==> src/rtl/exc_ctrl.sv <==
// rtl/exc_ctrl.sv - WB-stage exception/interrupt/eret sequencer driving CP0 strobes and fetch redirect
module exc_ctrl #(
  parameter logic [31:0] EXC_VEC    = 32'hBFC00380,
  parameter logic [4:0]  INT_EXCODE = 5'h00,
  parameter logic [4:0]  ADEL_CODE  = 5'h04,
  parameter logic [4:0]  ADES_CODE  = 5'h05
) (
  input  logic        clk,
  input  logic        reset,
  input  logic        wb_valid,
  input  logic [31:0] wb_pc,
  input  logic        wb_bd,
  input  logic        wb_inst_adel,
  input  logic        wb_ri,
  input  logic        wb_ov,
  input  logic        wb_sys,
  input  logic        wb_bp,
  input  logic        wb_mem_adel,
  input  logic        wb_mem_ades,
  input  logic        wb_eret,
  input  logic [31:0] wb_vaddr,
  input  logic        has_int,
  input  logic [31:0] cp0_epc,
  output logic        cp0_exc,
  output logic        cp0_eret,
  output logic [4:0]  cp0_excode,
  output logic        cp0_bd,
  output logic [31:0] cp0_pc,
  output logic [31:0] cp0_badvaddr,
  output logic        cp0_inst_adel,
  output logic        cp0_mem_adel,
  output logic        cp0_mem_ades,
  output logic        wb_commit,
  output logic        flush,
  output logic        redirect_valid,
  output logic [31:0] redirect_pc,
  input  logic        redirect_ready
);

  typedef enum logic [0:0] {IDLE, REDIRECT} state_t;

  state_t      state_q, state_d;
  logic        int_pend_q, int_pend_d;
  logic [31:0] redirect_pc_q, redirect_pc_d;
  logic        take_int;
  logic        is_exc;
  logic [4:0]  code;

  always_ff @(posedge clk or negedge reset) begin
    if (!reset) begin
      state_q       <= IDLE;
      int_pend_q    <= 1'b0;
      redirect_pc_q <= 32'h0;
    end else begin
      state_q       <= state_d;
      int_pend_q    <= int_pend_d;
      redirect_pc_q <= redirect_pc_d;
    end
  end

  always_comb begin
    state_d        = state_q;
    redirect_pc_d  = redirect_pc_q;
    cp0_exc        = 1'b0;
    cp0_eret       = 1'b0;
    cp0_excode     = 5'h0;
    cp0_bd         = 1'b0;
    cp0_pc         = 32'h0;
    cp0_badvaddr   = 32'h0;
    cp0_inst_adel  = 1'b0;
    cp0_mem_adel   = 1'b0;
    cp0_mem_ades   = 1'b0;
    wb_commit      = 1'b0;
    flush          = 1'b0;
    is_exc         = 1'b1;
    code           = 5'h0;
    take_int       = (state_q == IDLE) && wb_valid && int_pend_q;
    int_pend_d     = has_int & ~take_int;
    redirect_valid = (state_q == REDIRECT);
    redirect_pc    = redirect_pc_q;

    // Single priority chain: at most one event wins per cycle.
    if      (take_int)     code = INT_EXCODE;
    else if (wb_inst_adel) code = ADEL_CODE;
    else if (wb_ri)        code = 5'h0a;
    else if (wb_ov)        code = 5'h0c;
    else if (wb_sys)       code = 5'h08;
    else if (wb_bp)        code = 5'h09;
    else if (wb_mem_adel)  code = ADEL_CODE;
    else if (wb_mem_ades)  code = ADES_CODE;
    else                   is_exc = 1'b0;

    case (state_q)
      IDLE: begin
        if (wb_valid && is_exc) begin
          cp0_exc       = 1'b1;
          cp0_excode    = code;
          cp0_bd        = wb_bd;
          cp0_pc        = wb_pc;
          flush         = 1'b1;
          cp0_inst_adel = !take_int && wb_inst_adel;
          cp0_mem_adel  = !take_int && !wb_inst_adel && !wb_ri && !wb_ov && !wb_sys && !wb_bp
                          && wb_mem_adel;
          cp0_mem_ades  = !take_int && !wb_inst_adel && !wb_ri && !wb_ov && !wb_sys && !wb_bp
                          && !wb_mem_adel && wb_mem_ades;
          if (cp0_mem_adel || cp0_mem_ades) cp0_badvaddr = wb_vaddr;
          else if (cp0_inst_adel)           cp0_badvaddr = wb_pc;
          state_d       = REDIRECT;
          redirect_pc_d = EXC_VEC;
        end else if (wb_valid && wb_eret) begin
          cp0_eret      = 1'b1;
          flush         = 1'b1;
          state_d       = REDIRECT;
          redirect_pc_d = cp0_epc;
        end else begin
          wb_commit = wb_valid;
        end
      end
      REDIRECT: begin
        flush = 1'b1;
        if (redirect_ready) state_d = IDLE;
      end
      default: state_d = IDLE;
    endcase

    // Combinational outputs are forced quiet while reset is held.
    if (!reset) begin
      cp0_exc       = 1'b0;
      cp0_eret      = 1'b0;
      cp0_excode    = 5'h0;
      cp0_bd        = 1'b0;
      cp0_pc        = 32'h0;
      cp0_badvaddr  = 32'h0;
      cp0_inst_adel = 1'b0;
      cp0_mem_adel  = 1'b0;
      cp0_mem_ades  = 1'b0;
      wb_commit     = 1'b0;
      flush         = 1'b0;
    end
  end

endmodule

==> config.mk <==
export PLATFORM = sky130hd
export DESIGN_NAME = exc_ctrl
export DESIGN_NICKNAME = d
export VERILOG_FILES = /design/src/rtl/exc_ctrl.sv
export SDC_FILE = /design/constraint.sdc
export NUM_CORES = 1
export LEC_CHECK = 0
export ABC_CLOCK_PERIOD_IN_PS = 2480
export CORE_AREA = 2 2 86 88
export CTS_CLUSTER_SIZE = 30
export DETAILED_ROUTE_END_ITERATION = 6
export DIE_AREA = 0 0 88 90
export PLACE_DENSITY = 0.84
export SLEW_MARGIN = 20
export SYNTH_ARGS = -nofsm -noshare
export SYNTH_HDL_FRONTEND = slang
export SYNTH_SLANG_ARGS = --single-unit
export TNS_END_PERCENT = 50
==> constraint.sdc <==
create_clock -name clk -period 2.48 [get_ports clk]
set_input_delay 0.248 -clock clk [delete_from_list [all_inputs] [get_ports clk]]
set_output_delay 0.248 -clock clk [all_outputs]
set_load 0.1 [all_outputs]
==> run metrics <==
kind of end point of the critical path=output pin; Root Driver=clkbuf_8; Sink Count=34; syn_nets=335; row cnt=31; Final Max Tran Viols=0; first-pass GRT wire length=14.8 mm; post-synth top area share=40.5%; clock power share=21.4%; met1 Use GR=26.2%; Static Leakage=2.21 nW; R2R cell count=5; Hold WS=463 ps; Area contributors post-synth=dfrtp_1 (41%), a22oi_1 (11%), and2_1 (10%), a22o_1 (8.3%), nor2_1 (6.4%); DR vias=2759; Final #Nets=563; DP Wirelength=7.97 mm; #FFs+latches synth=34; Netlist cell types=37; f_max=0.413 GHz; Cell Pwr Density=348 nW/um^2; syn_area_per_cell=9.33 sq um; initial antenna violation count=0; Max Fanout on Critical Path=12; largest net degree at the start of global routing=37; Total Wirelength=9.82 mm; met3 Usage GRT=5.42%; Final Skew=7.46 ps; TritonCTS Buffers=5; CP required=2230 ps; # DRC=0; number of global-route vias before repair=2762; startpoint types=primary input; Core Area=7020 sq um; Switching Power=0.000760 W; most used routing layer=met2; Yosys warning count=0; Max-Cap Viols=0; wire per inst=17.8 um; combinational power share=49.5%; total I/O pin count=220; switching share of total power=39.0%; Worst R2R End=redirect_pc[23]; Antenna Cells=0; fill cell count=386; area leader, netlist=dfrtp_1; GPL Wtd Cong=0.850; Reg clk slew, reported paths=70 ps; Seq/Total Area, Yosys=40.5%; # H-tree levels=2; area grow syn2layout=167%; Hold Crit Class=in2async; PnR Total Power=0.00195 W; register share of total power=29.0%; initial drt markers=54; clk_lat worst skew=280 ps; final-report setup violation count=0; area taken by multi-input logic gates=1390 sq um; status=finished, final reports clean; Final Cycle Share=97.7%; Vias per Instance=4.99; ratio of cells with drive above 1 in the final layout=44.7%; register area=855 sq um; Final min period=2420 ps; R2R Path Start=redirect_valid; Critical Path Start=wb_ov; Mapped Cells=225; met2 GRT Util=43.7%; cell internal pwr=0.00119 W; hold buffers post-CTS=0; Peak VDD IR=0.337 mV; die width=88 um; die footprint=7920 sq um; post-route ant nets=0; Starting Density=29.9%; WS Path Type=in2out; worst-case clock buffer depth=2; fin util=79.8%; port buffer count=218; Remaining Overflow, GRT=0; Initial DRT Pass Iterations=4; WP data arrival=2170 ps; gr usage total=23.8%; area of the mapped netlist=2100 sq um; Critical Path End=cp0_badvaddr[28]; Die Y=90 um; CTS tree=built; Fin. Hold Viols=0; R2R Setup Slk=730 ps
[power groups by stage]
| stage | sequential (W) | clock (W) | combinational, W |
|---|---|---|---|
| after floorplan | 0.000605 | 0 | 0.000485 |
| after global placement | 0.000576 | 0 | 0.000950 |
| after detailed placement | 0.000576 | 0 | 0.000966 |
| after CTS | 0.000566 | 0.000428 | 0.000967 |
| after global routing | 0.000566 | 0.000451 | 0.00100 |
| final | 0.000566 | 0.000418 | 0.000966 |
[per-layer routing]
metal  vias up  part of all wire (%)
li1       1273                     -
met1      1303                    34
met2       159                    54
met3        24                   8.5
met4         0                   3.5
met5         -                     0
[state kept, by name, indices dropped and copies added (netlist names)]
signal	count
redirect_pc	32
int_pend_q	1
redirect_valid	1
[cells in the final DEF, fill, tap and decap left out, types with 2 or more instances in the layout]
| cell | Yosys | layout |
|---|---|---|
| clkdlybuf4s50_1 | 0 | 107 |
| buf_12 | 0 | 81 |
| buf_4 | 1 | 48 |
| dfrtp_1 | 34 | 33 |
| a22oi_1 | 32 | 31 |
| and2_1 | 35 | 26 |
| a22o_1 | 20 | 20 |
| nor2_4 | 0 | 18 |
| nor2_2 | 0 | 16 |
| o22a_1 | 12 | 12 |
| and2_2 | 0 | 9 |
| clkbuf_8 | 0 | 6 |
| inv_1 | 3 | 3 |
| nor3_2 | 1 | 3 |
| nand3_1 | 3 | 3 |
| nor4_4 | 1 | 3 |
| nor2_1 | 36 | 2 |
| dlymetal6s2s_1 | 0 | 2 |
[Yosys cell counts]
cell and number:
nor2_1 36, and2_1 35, dfrtp_1 34, a22oi_1 32, a22o_1 20, buf_2 12
o22a_1 12, buf_6 4, nor3_1 4, clkbuf_1 3, inv_1 3, nand3_1 3
nand2_1 2, nor4_1 2, a211oi_1 1, a21boi_0 1, a21o_1 1, a21oi_1 1
and3b_1 1, buf_4 1, conb_1 1, inv_4 1, nand3b_1 1, nor2b_1 1
nor3_2 1, nor4_2 1, nor4_4 1, nor4b_1 1, o21ai_0 1, o21bai_1 1
o31a_1 1, o31ai_1 1, o31ai_2 1, or2_1 1, or2_2 1, or3_1 1
or4_4 1
[repair_timing]
item,4_1_cts,5_1_grt
buffers inserted,0,1
hold endpoints to repair,0,0
gates resized for setup,0,6
setup endpoints to repair,0,4
[critical path, stage by stage]
cell and delay (ps):
clkdlybuf4s50_1 420, or4_4 520, nor4_4 240, buf_6 160, clkbuf_16 160, a22oi_1 80, nor2_2 150, buf_12 190
[logic make-up after synthesis]
group,share of synthesized area [%]
buf+inv,6.73
simple gates,24.5
compound gates,28.1
other cells,0.179
flops,40.5
[per-stage QoR]
step                      setup TNS, ps  worst slack, ps  std cells  cell area, sq um
after floorplan                   -4160             -214        225              2380
after global placement                0              137        543              5460
after detailed placement              0             86.9        543              5460
after CTS                             0             82.5        551              5550
after global routing              -26.0            -18.6        553              5610
final                                 0             57.2        553              5610
[worst min path at each step]
| stage | endpoint | startpoint | slack (ps) | cells past startpoint |
|---|---|---|---|---|
| 2_1_floorplan | int_pend_q | reset | -50 | 0 |
| 3_3_place_gp | redirect_pc[9] | redirect_pc[9] | 470 | 1 |
| 3_5_place_dp | redirect_pc[7] | redirect_pc[7] | 480 | 1 |
| 4_1_cts | redirect_pc[19] | reset | 490 | 2 |
| 5_1_grt | redirect_pc[8] | redirect_pc[8] | 510 | 1 |
| 6_report | redirect_pc[19] | reset | 460 | 2 |
[cell type report]
type                            instances  area share, %
Sequential cell                        34           15.2
Tap cell                               99           2.21
Clock buffer                            7           1.54
Clock inverter                          1         0.0893
Multi-Input combinational cell        167           24.8
Inverter                                4          0.312
Timing Repair Buffer                  241           55.8
Note: power is estimated with default switching activity, not from simulation.
